===== src/rtl/nastilite_pkg.sv =====
// Shared types for the NASTI-Lite register front end: response codes and FSM states.
package nastilite_pkg;

  typedef enum logic [1:0] {
    OKAY   = 2'b00,
    EXOKAY = 2'b01,
    SLVERR = 2'b10,
    DECERR = 2'b11
  } resp_t;

  typedef enum logic [1:0] {
    IDLE = 2'b00,
    ACC  = 2'b01,
    RESP = 2'b10
  } state_t;

  // Response returned for an access the register space acknowledged.
  function automatic resp_t ack_resp(input logic err);
    return err ? SLVERR : OKAY;
  endfunction

endpackage


===== src/rtl/nastilite_if.sv =====
// NASTI-Lite channel bundle (AW, W, B, AR, R) with a slave-side modport.
interface nastilite_if #(
  parameter int ADDR_WIDTH = 3,
  parameter int DATA_WIDTH = 64,
  parameter int USER_WIDTH = 1
);

  logic                    aw_valid;
  logic                    aw_ready;
  logic [ADDR_WIDTH-1:0]   aw_addr;
  logic [2:0]              aw_prot;
  logic [3:0]              aw_qos;
  logic [3:0]              aw_region;
  logic [USER_WIDTH-1:0]   aw_user;

  logic                    w_valid;
  logic                    w_ready;
  logic [DATA_WIDTH-1:0]   w_data;
  logic [DATA_WIDTH/8-1:0] w_strb;
  logic [USER_WIDTH-1:0]   w_user;

  logic                    b_valid;
  logic                    b_ready;
  logic [1:0]              b_resp;
  logic [USER_WIDTH-1:0]   b_user;

  logic                    ar_valid;
  logic                    ar_ready;
  logic [ADDR_WIDTH-1:0]   ar_addr;
  logic [2:0]              ar_prot;
  logic [3:0]              ar_qos;
  logic [3:0]              ar_region;
  logic [USER_WIDTH-1:0]   ar_user;

  logic                    r_valid;
  logic                    r_ready;
  logic [DATA_WIDTH-1:0]   r_data;
  logic [1:0]              r_resp;
  logic [USER_WIDTH-1:0]   r_user;

  modport slave (
    input  aw_valid, aw_addr, aw_prot, aw_qos, aw_region, aw_user,
    output aw_ready,
    input  w_valid, w_data, w_strb, w_user,
    output w_ready,
    output b_valid, b_resp, b_user,
    input  b_ready,
    input  ar_valid, ar_addr, ar_prot, ar_qos, ar_region, ar_user,
    output ar_ready,
    output r_valid, r_data, r_resp, r_user,
    input  r_ready
  );

endinterface


===== src/rtl/nastilite_hold_reg.sv =====
// One-entry holding register: accepts a beat when empty, keeps it until popped.
// in_ready depends only on local state, so there is no combinational ready path.
module nastilite_hold_reg #(
  parameter int WIDTH = 8
) (
  input  logic             clk,
  input  logic             rst,
  input  logic             en,
  input  logic             in_valid,
  output logic             in_ready,
  input  logic [WIDTH-1:0] in_data,
  input  logic             pop,
  output logic             full,
  output logic [WIDTH-1:0] data
);

  assign in_ready = en && !full;

  // Capture a beat on handshake; release it when the owner pops.
  always_ff @(posedge clk) begin
    // NOTE: non-blocking assignments keep every flop sampling pre-edge values, so ordering here is irrelevant.
    if (rst) begin
      full <= 1'b0;
      data <= '0;
    end else if (in_valid && in_ready) begin
      full <= 1'b1;
      data <= in_data;
    end else if (pop) begin
      full <= 1'b0;
    end
  end

endmodule


===== src/rtl/nastilite_reg_arbiter.sv =====
// NASTI-Lite slave front end for the controller register space. Buffers one AW, one W
// and one AR beat, arbitrates write vs read round-robin, drives a single-port register
// bus with a bounded wait for reg_ack, and returns the B or R response.
module nastilite_reg_arbiter
  import nastilite_pkg::*;
#(
  parameter int C_NASTI_ADDR_WIDTH = 3,
  parameter int C_NASTI_DATA_WIDTH = 64,
  parameter int NUM_REGS           = 1,
  parameter int TIMEOUT            = 16,
  localparam int STRB_W            = C_NASTI_DATA_WIDTH / 8,
  localparam int IDX_W             = (NUM_REGS > 1) ? $clog2(NUM_REGS) : 1
) (
  input  logic                          clk,
  input  logic                          rst,
  nastilite_if.slave                    s,
  output logic                          reg_req,
  output logic                          reg_we,
  output logic [IDX_W-1:0]              reg_idx,
  output logic [C_NASTI_DATA_WIDTH-1:0] reg_wdata,
  output logic [STRB_W-1:0]             reg_wstrb,
  input  logic [C_NASTI_DATA_WIDTH-1:0] reg_rdata,
  input  logic                          reg_ack,
  input  logic                          reg_err
);

  localparam int AW    = C_NASTI_ADDR_WIDTH;
  localparam int DW    = C_NASTI_DATA_WIDTH;
  localparam int OFFS  = $clog2(STRB_W);
  localparam int CNT_W = $clog2(TIMEOUT);
  localparam logic [CNT_W-1:0] CNT_LAST = CNT_W'(TIMEOUT - 1);

  // Elaboration-time parameter sanity.
  if (DW != 32 && DW != 64) begin : g_bad_dw
    $fatal(1, "nastilite_reg_arbiter: C_NASTI_DATA_WIDTH must be 32 or 64");
  end
  if ($bits(s.w_data) != DW || $bits(s.aw_addr) != AW) begin : g_if_mismatch
    $fatal(1, "nastilite_reg_arbiter: parameters differ from the bound interface");
  end
  if (TIMEOUT < 2) begin : g_bad_timeout
    $fatal(1, "nastilite_reg_arbiter: TIMEOUT must be at least 2");
  end

  state_t              state, state_nxt;
  logic                accept_en;
  logic                grant_we;
  logic                pref_write;
  logic [CNT_W-1:0]    cnt;
  resp_t               resp_q;
  logic [DW-1:0]       rdata_q;

  logic                aw_full, w_full, ar_full;
  logic [AW-1:0]       aw_addr_q, ar_addr_q;
  logic [DW-1:0]       w_data_q;
  logic [STRB_W-1:0]   w_strb_q;
  logic                pop_wr, pop_rd;

  logic                wr_elig, rd_elig, pick_write;
  logic [AW-1:0]       acc_addr, word_idx;
  logic                in_range;
  logic                timeout_hit;
  logic                resp_hs;

  // Sideband fields carry no meaning for the register space.
  logic unused_sideband;
  assign unused_sideband = ^{s.aw_prot, s.aw_qos, s.aw_region, s.aw_user,
                             s.ar_prot, s.ar_qos, s.ar_region, s.ar_user, s.w_user};

  nastilite_hold_reg #(.WIDTH(AW)) u_aw (
    .clk(clk), .rst(rst), .en(accept_en),
    .in_valid(s.aw_valid), .in_ready(s.aw_ready), .in_data(s.aw_addr),
    .pop(pop_wr), .full(aw_full), .data(aw_addr_q)
  );

  nastilite_hold_reg #(.WIDTH(DW + STRB_W)) u_w (
    .clk(clk), .rst(rst), .en(accept_en),
    .in_valid(s.w_valid), .in_ready(s.w_ready), .in_data({s.w_strb, s.w_data}),
    .pop(pop_wr), .full(w_full), .data({w_strb_q, w_data_q})
  );

  nastilite_hold_reg #(.WIDTH(AW)) u_ar (
    .clk(clk), .rst(rst), .en(accept_en),
    .in_valid(s.ar_valid), .in_ready(s.ar_ready), .in_data(s.ar_addr),
    .pop(pop_rd), .full(ar_full), .data(ar_addr_q)
  );

  // Arbitration: the preferred side wins only when both are eligible.
  assign wr_elig    = aw_full && w_full;
  assign rd_elig    = ar_full;
  assign pick_write = wr_elig && (!rd_elig || pref_write);

  // Access decode from the granted side's holding register.
  assign acc_addr    = grant_we ? aw_addr_q : ar_addr_q;
  assign word_idx    = acc_addr >> OFFS;
  assign in_range    = 32'(word_idx) < NUM_REGS;
  assign timeout_hit = (cnt == CNT_LAST);

  assign reg_req   = (state == ACC) && in_range;
  assign reg_we    = grant_we;
  assign reg_idx   = IDX_W'(word_idx);
  assign reg_wdata = w_data_q;
  assign reg_wstrb = w_strb_q;

  assign s.b_valid = (state == RESP) && grant_we;
  assign s.r_valid = (state == RESP) && !grant_we;
  assign s.b_resp  = resp_q;
  assign s.r_resp  = resp_q;
  assign s.r_data  = rdata_q;
  assign s.b_user  = '0;
  assign s.r_user  = '0;

  assign resp_hs = grant_we ? (s.b_valid && s.b_ready) : (s.r_valid && s.r_ready);
  assign pop_wr  = resp_hs && grant_we;
  assign pop_rd  = resp_hs && !grant_we;

  // State register.
  always_ff @(posedge clk) begin
    if (rst) state <= IDLE;
    else     state <= state_nxt;
  end

  // Next-state logic.
  always_comb begin
    // NOTE: assigning the default first means no path leaves state_nxt unassigned, so no latch.
    state_nxt = state;
    case (state)
      IDLE:    if (wr_elig || rd_elig) state_nxt = ACC;
      ACC:     if (!in_range || reg_ack || timeout_hit) state_nxt = RESP;
      RESP:    if (resp_hs) state_nxt = IDLE;
      default: state_nxt = IDLE;
    endcase
  end

  // Grant bookkeeping, wait counter and response capture.
  always_ff @(posedge clk) begin
    if (rst) begin
      accept_en  <= 1'b0;
      grant_we   <= 1'b0;
      pref_write <= 1'b1;
      cnt        <= '0;
      resp_q     <= OKAY;
      rdata_q    <= '0;
    end else begin
      accept_en <= 1'b1;
      case (state)
        IDLE: begin
          if (wr_elig || rd_elig) begin
            grant_we <= pick_write;
            cnt      <= '0;
            if (wr_elig && rd_elig) pref_write <= !pick_write;
          end
        end
        ACC: begin
          if (!in_range) begin
            resp_q  <= DECERR;
            rdata_q <= '0;
          end else if (reg_ack) begin
            resp_q <= ack_resp(reg_err);
            if (!grant_we) rdata_q <= reg_rdata;
          end else if (timeout_hit) begin
            resp_q  <= SLVERR;
            rdata_q <= '0;
          end else begin
            cnt <= cnt + 1'b1;
          end
        end
        default: ;
      endcase
    end
  end

endmodule

===== src/flat_wrapper.sv =====
// flat-port wrapper written by rule: the top's interface ports become plain ports
module nastilite_reg_arbiter_flat import nastilite_pkg::*;
#(
  parameter int C_NASTI_ADDR_WIDTH = 3,
  parameter int C_NASTI_DATA_WIDTH = 64,
  parameter int NUM_REGS           = 1,
  parameter int TIMEOUT            = 16,
  localparam int STRB_W            = C_NASTI_DATA_WIDTH / 8,
  localparam int IDX_W             = (NUM_REGS > 1) ? $clog2(NUM_REGS) : 1
)
  (clk, rst, reg_req, reg_we, reg_idx, reg_wdata, reg_wstrb, reg_rdata, reg_ack, reg_err, s_aw_valid, s_aw_addr, s_aw_prot, s_aw_qos, s_aw_region, s_aw_user, s_aw_ready, s_w_valid, s_w_data, s_w_strb, s_w_user, s_w_ready, s_b_valid, s_b_resp, s_b_user, s_b_ready, s_ar_valid, s_ar_addr, s_ar_prot, s_ar_qos, s_ar_region, s_ar_user, s_ar_ready, s_r_valid, s_r_data, s_r_resp, s_r_user, s_r_ready);
  nastilite_if s_i ();
  input  logic clk;
  input  logic rst;
  output logic reg_req;
  output logic reg_we;
  output logic [IDX_W-1:0] reg_idx;
  output logic [C_NASTI_DATA_WIDTH-1:0] reg_wdata;
  output logic [STRB_W-1:0] reg_wstrb;
  input  logic [C_NASTI_DATA_WIDTH-1:0] reg_rdata;
  input  logic reg_ack;
  input  logic reg_err;
  input wire logic [$bits(s_i.aw_valid)-1:0] s_aw_valid;
  input wire logic [$bits(s_i.aw_addr)-1:0] s_aw_addr;
  input wire logic [$bits(s_i.aw_prot)-1:0] s_aw_prot;
  input wire logic [$bits(s_i.aw_qos)-1:0] s_aw_qos;
  input wire logic [$bits(s_i.aw_region)-1:0] s_aw_region;
  input wire logic [$bits(s_i.aw_user)-1:0] s_aw_user;
  output wire logic [$bits(s_i.aw_ready)-1:0] s_aw_ready;
  input wire logic [$bits(s_i.w_valid)-1:0] s_w_valid;
  input wire logic [$bits(s_i.w_data)-1:0] s_w_data;
  input wire logic [$bits(s_i.w_strb)-1:0] s_w_strb;
  input wire logic [$bits(s_i.w_user)-1:0] s_w_user;
  output wire logic [$bits(s_i.w_ready)-1:0] s_w_ready;
  output wire logic [$bits(s_i.b_valid)-1:0] s_b_valid;
  output wire logic [$bits(s_i.b_resp)-1:0] s_b_resp;
  output wire logic [$bits(s_i.b_user)-1:0] s_b_user;
  input wire logic [$bits(s_i.b_ready)-1:0] s_b_ready;
  input wire logic [$bits(s_i.ar_valid)-1:0] s_ar_valid;
  input wire logic [$bits(s_i.ar_addr)-1:0] s_ar_addr;
  input wire logic [$bits(s_i.ar_prot)-1:0] s_ar_prot;
  input wire logic [$bits(s_i.ar_qos)-1:0] s_ar_qos;
  input wire logic [$bits(s_i.ar_region)-1:0] s_ar_region;
  input wire logic [$bits(s_i.ar_user)-1:0] s_ar_user;
  output wire logic [$bits(s_i.ar_ready)-1:0] s_ar_ready;
  output wire logic [$bits(s_i.r_valid)-1:0] s_r_valid;
  output wire logic [$bits(s_i.r_data)-1:0] s_r_data;
  output wire logic [$bits(s_i.r_resp)-1:0] s_r_resp;
  output wire logic [$bits(s_i.r_user)-1:0] s_r_user;
  input wire logic [$bits(s_i.r_ready)-1:0] s_r_ready;
  assign s_i.aw_valid = s_aw_valid;
  assign s_i.aw_addr = s_aw_addr;
  assign s_i.aw_prot = s_aw_prot;
  assign s_i.aw_qos = s_aw_qos;
  assign s_i.aw_region = s_aw_region;
  assign s_i.aw_user = s_aw_user;
  assign s_aw_ready = s_i.aw_ready;
  assign s_i.w_valid = s_w_valid;
  assign s_i.w_data = s_w_data;
  assign s_i.w_strb = s_w_strb;
  assign s_i.w_user = s_w_user;
  assign s_w_ready = s_i.w_ready;
  assign s_b_valid = s_i.b_valid;
  assign s_b_resp = s_i.b_resp;
  assign s_b_user = s_i.b_user;
  assign s_i.b_ready = s_b_ready;
  assign s_i.ar_valid = s_ar_valid;
  assign s_i.ar_addr = s_ar_addr;
  assign s_i.ar_prot = s_ar_prot;
  assign s_i.ar_qos = s_ar_qos;
  assign s_i.ar_region = s_ar_region;
  assign s_i.ar_user = s_ar_user;
  assign s_ar_ready = s_i.ar_ready;
  assign s_r_valid = s_i.r_valid;
  assign s_r_data = s_i.r_data;
  assign s_r_resp = s_i.r_resp;
  assign s_r_user = s_i.r_user;
  assign s_i.r_ready = s_r_ready;
  nastilite_reg_arbiter #(.C_NASTI_ADDR_WIDTH(C_NASTI_ADDR_WIDTH), .C_NASTI_DATA_WIDTH(C_NASTI_DATA_WIDTH), .NUM_REGS(NUM_REGS), .TIMEOUT(TIMEOUT)) u_core (.clk(clk), .rst(rst), .s(s_i), .reg_req(reg_req), .reg_we(reg_we), .reg_idx(reg_idx), .reg_wdata(reg_wdata), .reg_wstrb(reg_wstrb), .reg_rdata(reg_rdata), .reg_ack(reg_ack), .reg_err(reg_err));
endmodule

===== config.mk =====
export PLATFORM = sky130hd
export DESIGN_NAME = nastilite_reg_arbiter_flat
export DESIGN_NICKNAME = d
export VERILOG_FILES = /design/src/rtl/nastilite_pkg.sv /design/src/rtl/nastilite_if.sv /design/src/rtl/nastilite_hold_reg.sv /design/src/rtl/nastilite_reg_arbiter.sv /design/src/flat_wrapper.sv
export SDC_FILE = /design/constraint.sdc
export NUM_CORES = 1
export LEC_CHECK = 0
export ABC_AREA = 1
export CAP_MARGIN = 20
export CORE_MARGIN = 2
export CORE_UTILIZATION = 46
export CTS_BUF_LIST = sky130_fd_sc_hd__clkbuf_8
export DETAILED_ROUTE_END_ITERATION = 10
export GPL_TIMING_DRIVEN = 0
export PLACE_DENSITY = 0.95
export SYNTH_ARGS = -nofsm -noshare
export SYNTH_HDL_FRONTEND = slang
export SYNTH_HIERARCHICAL = 1
export SYNTH_SLANG_ARGS = --single-unit

===== constraint.sdc =====
create_clock -name clk -period 3.2 [get_ports clk]
set_input_delay 0.64 -clock clk [delete_from_list [all_inputs] [get_ports clk]]
set_output_delay 0.64 -clock clk [all_outputs]
set_load 0.01 [all_outputs]

==> flow_summary_export.csv, run 1 <==
group,metric,value,unit
pwr,seqPwrFrac,0.467,
clocking,htreeDepth,4,
timing,drv_slew,0,
timing,period_minus_slack,2.552,ns
placement,port_buffers,289,
detailed_routing,vias_per_cell,4.583,
critical_path,path_class,"reg -> out",
placement,dp.cells,1501,
detailed_routing,vias,7017,
placement,place_congestion,0.8636,
critical_path,crit_chain,"inv_1 -> nor2_1 -> inv_1 -> nor2_1 -> clkdlybuf4s50_1",
timing,hold_viol,0,
global_routing,grt_max_degree,17,
synth,synth_area,6630,sq um
placement,post-dp-hpwl,15430,um
final_layout,final_cell_count_no_fill,1531,
final_layout,syn_to_final_growth,52.90,%
clocking,cts_buffer_depth,2,
final_layout,layout-drive-gt1-share,0.05848,
clocking,cts_buffers,17,
detailed_routing,drt_iter0_drc,391,
placement,place_area,9763,sq um
outcome,status,"finished, final reports clean",
clocking,clk_root_buffer_cell,"clkbuf_8",
detailed_routing,wirelength,20390,um
hold_path,hp-start,"u_core/s.r_data[17]$_SDFFE_PP0P_",
floorplanning,die_w,124.1,um
detailed_routing,drt_first_pass_iters,7,
final_layout,fin_util,0.7247,
critical_path,cp-end-kind,"output port",
detailed_routing,antenna_left,0,
critical_path,crit_start,"u_core/state[1]$_SDFFE_PP0P_",
clocking,cts_sinks,149,
clocking,holdBufCountCts,0,
pwr,internal-power,3.179,mW
pwr,pwr-share-comb,0.213,
pwr,ir_drop,311.5,uV
global_routing,grt_usage,0.2583,
critical_path,cp.required,2.56,ns
timing,hold_ws,0.4874,ns
critical_path,slowest_stage,"clkdlybuf4s50_1",
floorplanning,dieArea,15390,sq um
timing,grt_setup_unrepaired,"false",
pwr,sw_frac_of_total,0.2690,
timing,max_freq,391.8,MHz
critical_path,slowest_delay,0.57,ns
clocking,clkTransAtPathRegs,0.07,ns
timing,setup_viol,0,
pwr,power,4.348,mW
synth,avgSynthCellArea,6.450,sq um
global_routing,grt_pass1_vias,6759,
timing,fin_tns_setup,0,ns
critical_path,start_kind,"register",
floorplanning,initial_core_util,0.4740,
detailed_routing,wl_per_cell,13.32,um
floorplanning,io_pins,326,
final_layout,fin_area,10140,sq um
clocking,cts_tree,"done",
timing,min_period_over_period,0.7976,
clocking,postCtsSetupRepairBufs,0,
global_routing,overflow,0,
final_layout,final_nets,1517,
critical_path,r2r-start,"u_core/cnt[1]$_SDFFE_PP0P_",
clocking,cts_resized,0,
hold_path,hold_path_class,"reg -> reg",
critical_path,critical_path_peak_fanout,4,
clocking,clock_latency,0.44,ns
detailed_routing,drc,0,
final_layout,seqCellArea,2983,sq um
timing,fin_ws,0.6478,ns
floorplanning,core-area,13990,sq um
global_routing,antenna_found_initial,0,
flow_run,cap_violations,0,
final_layout,multi_input_area,2614,sq um
placement,post-place-ws,0.8210,ns
pwr,switching_power,1.170,mW
final_layout,antennaDiodeCount,0,
timing,skew,0.01359,ns
floorplanning,fp-row-count,43,
final_layout,n_fill_cell,1061,
pwr,powerDensity,428.9,nW/um^2
pwr,pwr-share-clk,0.320,
synth,syn_inst,1028,
global_routing,grt_first_pass_wirelength,30850,um
pwr,p_leak,4.833,nW
floorplanning,die_h,124.1,um
synth,yosysWarningCount,6,
critical_path,critical_path_arrival,1.91,ns
[placed cells by master (no fill, tap or decap), types with 3 or more instances in the layout]
| cell | count |
|---|---|
| a21oi_1 | 8 |
| buf_2 | 10 |
| buf_4 | 7 |
| buf_6 | 10 |
| buf_8 | 6 |
| clkbuf_1 | 11 |
| clkbuf_8 | 24 |
| clkdlybuf4s50_1 | 289 |
| clkinv_2 | 4 |
| conb_1 | 5 |
| dfxtp_1 | 149 |
| dlygate4sd1_1 | 5 |
| inv_1 | 151 |
| inv_2 | 6 |
| nand2_1 | 412 |
| nand3_1 | 8 |
| nand3_2 | 3 |
| nor2_1 | 219 |
| o21ai_0 | 6 |
[per-layer routing]
layer  GRT usage  vias up  share of wire
met5           0        -              0
met4      0.1124        0          0.031
met3      0.1021       42           0.10
met2      0.4713      287           0.51
met1      0.2581     3135           0.36
li1            -     3553              -
[area by class of cell]
type / instances / share of cell area
Sequential cell: 149 / 0.2942
Tap cell: 180 / 0.02222
Buffer: 56 / 0.04604
Clock buffer: 19 / 0.02580
Timing Repair Buffer: 289 / 0.2854
Multi-Input combinational cell: 672 / 0.2578
Clock inverter: 11 / 0.01111
Inverter: 155 / 0.05739
[registers in the layout, indices dropped and copies added (netlist names)]
signal,flops
u_core/u_w/data,72
u_core/s.r_data,64
u_core/cnt,4
u_core/state,2
u_core/accept_en,1
u_core/pref_write,1
u_core/reg_we,1
u_core/s.b_resp,1
u_core/u_ar/full,1
u_core/u_aw/full,1
u_core/u_w/full,1
[power by group through the flow]
stage               clock (mW)  combinational (mW)  sequential (mW)
detailed placement           0               0.910             2.07
finish                    1.39               0.925             2.03
global placement             0               0.888             2.07
global route              1.52                1.01             2.04
floorplan                    0               0.366             2.12
CTS                       1.43               0.923             2.03
[critical path, delay by kind of cell, from the launching register on]
family	cells	cell delay (ns)
simple gates	2	0.36
buf+inv	3	0.74
flops	1	0.39
[final timing paths]
| kind | to | slack, ns | cells past startpoint |
|---|---|---|---|
| worst max-delay path | s_r_valid | 0.65 | 5 |
| worst min-delay path | u_core/s.r_data[17]$_SDFFE_PP0P_ | 0.49 | 2 |
| worst max register to register | u_core/s.r_data[5]$_SDFFE_PP0P_ | 1.59 | 9 |
| worst min register to register | u_core/s.r_data[17]$_SDFFE_PP0P_ | 0.49 | 2 |
Note: power is estimated with default switching activity, not from simulation.
==> run 2: changes to the inputs <==
--- a/config.mk
+++ b/config.mk
@@ -7,12 +7,13 @@
 export LEC_CHECK = 0
 export ABC_AREA = 1
 export CAP_MARGIN = 20
+export CORE_ASPECT_RATIO = 1.75
 export CORE_MARGIN = 2
-export CORE_UTILIZATION = 46
+export CORE_UTILIZATION = 42
 export CTS_BUF_LIST = sky130_fd_sc_hd__clkbuf_8
 export DETAILED_ROUTE_END_ITERATION = 10
 export GPL_TIMING_DRIVEN = 0
-export PLACE_DENSITY = 0.95
+export PLACE_DENSITY = 0.92
 export SYNTH_ARGS = -nofsm -noshare
 export SYNTH_HDL_FRONTEND = slang
 export SYNTH_HIERARCHICAL = 1
==> constraint.sdc (replaced) <==
create_clock -name clk -period 2.46 [get_ports clk]
set_input_delay 0.492 -clock clk [delete_from_list [all_inputs] [get_ports clk]]
set_output_delay 0.492 -clock clk [all_outputs]
set_load 0.01 [all_outputs]
==> run 2 against run 1 <==
Against the previous run:
- hold slack got worse by 0.013 ns
- clock skew barely moved
- final area rose by 0.63%
- sequential share of layout area fell by 0.18 points
- routed wire length fell by 0.21%
- non-clock buffer count did not move
- clock power rose by 50%
- clock-buffer cell count did not move
- sequential power rose by 30%
- die area rose by 9.5%
- largest power group unchanged
- global-route usage fell by 1.7 points
- first-iteration DRC count fell by 57%
==> flow_summary_export.csv, run 2 (synthesis results as in run 1) <==
group,metric,value,unit
global_routing,grt_first_pass_wirelength,32550,um
hold_path,hp-start,"u_core/s.r_data[17]$_SDFFE_PP0P_",
clocking,postCtsSetupRepairBufs,0,
global_routing,met1_usage,0.2216,
detailed_routing,vias,6903,
final_layout,n_fill_cell,1270,
critical_path,critical_path_arrival,1.88,ns
timing,fin_ws,0.09246,ns
final_layout,fin_util,0.6628,
timing,period_minus_slack,2.368,ns
final_layout,layout-drive-gt1-share,0.06065,
global_routing,use_met2,0.4545,
floorplanning,die_w,98.98,um
final_layout,final_cell_count_no_fill,1538,
floorplanning,io_pins,326,
clocking,cts_resized,0,
final_layout,seqCellArea,2983,sq um
final_layout,layout_common_cells,"412 x nand2_1, 289 x clkdlybuf4s50_1, 219 x nor2_1",
timing,hold_viol,0,
detailed_routing,wl_per_cell,13.23,um
outcome,status,"finished, final reports clean",
floorplanning,core-area,15390,sq um
critical_path,cp-end-kind,"output port",
pwr,power,5.925,mW
final_layout,final_common_cell,"nand2_1",
floorplanning,dieArea,16850,sq um
global_routing,busiest_layer,"met2",
timing,drv_slew,0,
clocking,clk_root_buffer_cell,"clkbuf_8",
global_routing,grt_pass1_vias,7113,
timing,grt_setup_unrepaired,"false",
global_routing,grt_usage,0.2414,
placement,post-dp-hpwl,15860,um
clocking,clkTransAtPathRegs,0.08,ns
detailed_routing,drt_iter0_drc,167,
hold_path,min_path_cells,2,
pwr,ir_drop,398.5,uV
critical_path,r2r_slack,0.91,ns
critical_path,path_class,"reg -> out",
timing,skew,0.01355,ns
clocking,clock_latency,0.44,ns
hold_path,hold_path_class,"reg -> reg",
flow_run,cap_violations,0,
clocking,htreeDepth,4,
clocking,cts_sinks,149,
clocking,cts_buffers,17,
placement,place_congestion,0.8530,
placement,post-place-ws,0.1594,ns
detailed_routing,drt_first_pass_iters,4,
critical_path,start_kind,"register",
timing,fin_tns_setup,0,ns
final_layout,syn_to_final_growth,53.86,%
clocking,holdBufCountCts,0,
critical_path,critical_path_peak_fanout,4,
floorplanning,fp-row-count,60,
detailed_routing,antenna_left,0,
placement,port_buffers,289,
hold_path,min_to,"u_core/s.r_data[17]$_SDFFE_PP0P_",
final_layout,final_nets,1517,
critical_path,cp.required,1.97,ns
final_layout,regMostFlops,"u_core/u_w/data",
global_routing,antenna_found_initial,0,
global_routing,overflow,0,
final_layout,multi_input_area,2614,sq um
timing,max_freq,422.4,MHz
placement,dp.cells,1507,
critical_path,r2r-start,"u_core/cnt[1]$_SDFFE_PP0P_",
critical_path,slowest_delay,0.56,ns
final_layout,antennaDiodeCount,0,
timing,relSlewSlack,0.6350,
timing,setup_viol,0,
pwr,powerDensity,580.9,nW/um^2
detailed_routing,wirelength,20350,um
floorplanning,initial_core_util,0.4308,
timing,min_period_over_period,0.9624,
detailed_routing,drc,0,
global_routing,grt_max_degree,17,
clocking,cts_buffer_depth,2,
critical_path,worst_r2r_endpoint,"u_core/s.r_data[14]$_SDFFE_PP0P_",
clocking,cts_tree,"done",
detailed_routing,vias_per_cell,4.488,
timing,tightest_slew,0.5475,ns
final_layout,largest_register_ffs,72,
global_routing,use_met3,0.09240,
pwr,p_leak,4.844,nW
critical_path,slowest_stage,"clkdlybuf4s50_1",
floorplanning,die_h,170.2,um
critical_path,r2r_cells,9,
critical_path,crit_chain,"inv_1 -> nor2_1 -> inv_1 -> nor2_1 -> clkdlybuf4s50_1",
==> run 2: cell types whose count changed in the layout (fill, tap and decap cells not counted) <==
cell / delta
clkinvlp_4: +1
inv_6: +3
clkinv_4: +1
clkinv_2: -4
inv_8: +1
inv_1: -2
bufinv_16: +1
==> run 2: critical path, delay by kind of cell (launching register included) <==
kind                   cells  cell delay [ns]
buffers and inverters      3             0.71
and+or+nand+nor            2             0.34
DFF                        1             0.40
==> run 2: where the power goes <==
group          internal (mW)  leakage (nW)  switching, mW
sequential              2.56          1.22         0.0815
combinational          0.643          3.41          0.551
clock                   1.08         0.211           1.02
total                   4.28          4.84           1.65
==> run 2: area by class of cell <==
class,count,share of cell area
Clock inverter,12,0.01656
Inverter,155,0.05703
Tap cell,186,0.02281
Multi-Input combinational cell,672,0.2562
Clock buffer,19,0.02563
Buffer,56,0.04575
Sequential cell,149,0.2924
Timing Repair Buffer,289,0.2836
==> run 2: metal layers <==
metal,routed length (um),part of all wire
met1,6964,0.34
met4,758,0.037
met5,0,0
met3,2072,0.10
met2,10550,0.52
==> run 2: how the worst max path moves through the flow <==
stage                                       startpoint                          endpoint  slack, ns  depth (start not counted)
final                     u_core/state[1]$_SDFFE_PP0P_                         s_b_valid       0.09                          5
after floorplan             u_core/cnt[1]$_SDFFE_PP0P_   u_core/s.r_data[0]$_SDFFE_PP0P_       1.13                          9
after global placement                             rst  u_core/s.r_data[13]$_SDFFE_PP0P_       0.18                          4
after global routing      u_core/state[1]$_SDFFE_PP0P_                         s_r_valid     0.0004                          5
after detailed placement                           rst  u_core/s.r_data[42]$_SDFFE_PP0P_       0.16                          4
after CTS                 u_core/state[1]$_SDFFE_PP0P_                         s_b_valid       0.07                          5
==> run 2: through the flow <==
stage / cell area, sq um / hold slack (ns)
after floorplan: 6645 / 0.4628
after global placement: 9771 / 0.4474
after detailed placement: 9771 / 0.4641
after CTS: 10200 / 0.4762
after global routing: 10200 / 0.5093
final: 10200 / 0.4742
==> run 3: changes to the inputs <==
--- a/config.mk
+++ b/config.mk
@@ -8,7 +8,6 @@
 export ABC_AREA = 1
 export CAP_MARGIN = 20
 export CORE_ASPECT_RATIO = 1.75
-export CORE_MARGIN = 2
 export CORE_UTILIZATION = 42
 export CTS_BUF_LIST = sky130_fd_sc_hd__clkbuf_8
 export DETAILED_ROUTE_END_ITERATION = 10
==> run 3 against run 2 <==
Against the previous run:
- global-route usage increased by 0.13 points
- die area is 3.2% lower
- via count up 0.85%
- sequential share of layout area is essentially flat
- non-clock buffer count is the same
==> flow_summary_export.csv, run 3 (synthesis results as in run 1) <==
group,metric,value,unit
final_layout,regMostFlops,"u_core/u_w/data",
pwr,pwr-share-comb,0.205,
global_routing,overflow,0,
pwr,ir_drop,395.5,uV
detailed_routing,antenna_left,0,
detailed_routing,drc,0,
clocking,cts_sinks,149,
timing,period_minus_slack,2.305,ns
placement,post-dp-hpwl,15000,um
critical_path,crit_start,"u_core/state[1]$_SDFFE_PP0P_",
detailed_routing,m1WireLength,6920,um
final_layout,antennaDiodeCount,0,
critical_path,slowest_delay,0.56,ns
global_routing,grt_pass1_vias,6806,
final_layout,final_common_cell,"nand2_1",
pwr,switching_power,1.637,mW
timing,max_freq,433.8,MHz
placement,port_buffers,289,
pwr,pwr-share-clk,0.341,
final_layout,syn_to_final_growth,53.61,%
floorplanning,dieArea,16310,sq um
timing,relSlewSlack,0.6563,
clocking,clkTransAtPathRegs,0.08,ns
final_layout,n_fill_cell,1220,
timing,skew,0.01871,ns
placement,post-place-ws,0.1613,ns
floorplanning,core-area,15390,sq um
detailed_routing,wirelength,19810,um
critical_path,r2r-start,"u_core/cnt[1]$_SDFFE_PP0P_",
critical_path,cp-end-kind,"output port",
pwr,sw_frac_of_total,0.2818,
critical_path,critical_path_arrival,1.81,ns
final_layout,seqCellArea,2983,sq um
floorplanning,io_pins,326,
critical_path,crit_top_cell,"inv_1",
timing,hold_viol,0,
detailed_routing,met3WireLength,1920,um
floorplanning,initial_core_util,0.4308,
final_layout,layout-drive-gt1-share,0.06135,
pwr,powerDensity,570.2,nW/um^2
detailed_routing,vias,6962,
clocking,cts_tree,"done",
final_layout,layout_common_cells,"412 x nand2_1, 288 x clkdlybuf4s50_1, 218 x nor2_1",
hold_path,hp-start,"u_core/s.r_data[17]$_SDFFE_PP0P_",
global_routing,grt_max_degree,17,
detailed_routing,wl_per_cell,12.87,um
critical_path,start_kind,"register",
final_layout,final_nets,1517,
pwr,p_leak,4.852,nW
global_routing,grt_first_pass_wirelength,31830,um
timing,setup_viol,0,
clocking,postCtsSetupRepairBufs,0,
global_routing,grt_usage,0.2427,
critical_path,cp.required,1.97,ns
detailed_routing,met2_length,10350,um
global_routing,antenna_found_initial,0,
timing,drv_slew,0,
floorplanning,die_h,168.2,um
clocking,clock_latency,0.44,ns
final_layout,largest_register_ffs,72,
timing,tightest_slew,0.5156,ns
clocking,cts_buffer_depth,2,
final_layout,multi_input_area,2616,sq um
flow_run,cap_violations,0,
pwr,seqPwrFrac,0.454,
clocking,cts_buffers,17,
clocking,clk_root_buffer_cell,"clkbuf_8",
pwr,internal-power,4.171,mW
critical_path,critical_path_peak_fanout,4,
clocking,htreeDepth,4,
final_layout,fin_util,0.6618,
outcome,status,"finished, final reports clean",
detailed_routing,drt_iter0_drc,225,
critical_path,path_class,"reg -> out",
detailed_routing,vias_per_cell,4.524,
detailed_routing,drt_first_pass_iters,4,
timing,fin_ws,0.1548,ns
timing,min_period_over_period,0.9371,
hold_path,hold_path_class,"reg -> reg",
critical_path,slowest_stage,"clkdlybuf4s50_1",
placement,place_congestion,0.8529,
critical_path,crit_chain,"inv_1 -> nor2_2 -> inv_1 -> nor2_1 -> clkdlybuf4s50_1",
floorplanning,die_w,96.98,um
floorplanning,fp-row-count,60,
detailed_routing,maxUsedRoutingLayer,"met4",
[run 3: cell types whose count changed in the layout (fill, tap and decap cells not counted), sizes merged]
cell,delta
clkinvlp,+1
dlymetal6s2s,+1
clkinv,+1
clkdlybuf4s50,-1
bufinv,-1
[run 3: final timing paths]
| check | end | slack, ns | cells past startpoint |
|---|---|---|---|
| worst max register to register | u_core/s.r_data[10]$_SDFFE_PP0P_ | 0.89 | 9 |
| worst min-delay path | u_core/s.r_data[17]$_SDFFE_PP0P_ | 0.47 | 2 |
| worst max-delay path | s_r_valid | 0.15 | 5 |
| worst min register to register | u_core/s.r_data[17]$_SDFFE_PP0P_ | 0.47 | 2 |
[run 3: repair_timing]
| item | 4_1_cts | 5_1_grt |
|---|---|---|
| resized for setup | 0 | 2 |
| endpoints found under the setup margin | 0 | 2 |
| hold buffers | 0 | 0 |
[run 3: cell type report]
type | instances | share of cell area
clock inverters | 13 | 0.01450
repair buffers | 289 | 0.2843
flip-flops and latches | 149 | 0.2929
clock buffers | 19 | 0.02568
multi-input cells | 672 | 0.2569
well taps | 186 | 0.02285
plain buffers | 56 | 0.04582
inverters | 155 | 0.05713
[run 3: stage by stage]
step / total power [mW] / instance area (sq um) / hold WS [ns] / TNS (ns) / instances
final: 5.808 / 10180 / 0.4730 / 0 / 1539
after global routing: 6.114 / 10180 / 0.5125 / -0.01288 / 1539
after CTS: 5.869 / 10180 / 0.4712 / 0 / 1539
after detailed placement: 3.875 / 9771 / 0.4599 / 0 / 1507
after global placement: 3.846 / 9771 / 0.4513 / 0 / 1507
after floorplan: 3.229 / 6645 / 0.4628 / 0 / 1032
[run 3: worst max-delay path, delay by kind of cell, from the launching register on]
family / cells / cell delay (ns)
flops: 1 / 0.40
buf+inv: 3 / 0.71
simple gates: 2 / 0.27
[run 3: routing by layer]
layer,vias up,track usage
li1,3558,-
met1,3086,0.2279
met2,278,0.4593
met3,40,0.09174
met4,0,0.1077
met5,-,0
[run 3: power by group through the flow]
stage,clock network (mW),logic [mW],registers [mW]
after floorplan,0,0.476,2.75
after global placement,0,1.16,2.69
after detailed placement,0,1.18,2.69
after CTS,2.04,1.19,2.64
after global routing,2.15,1.31,2.66
final,1.98,1.19,2.64
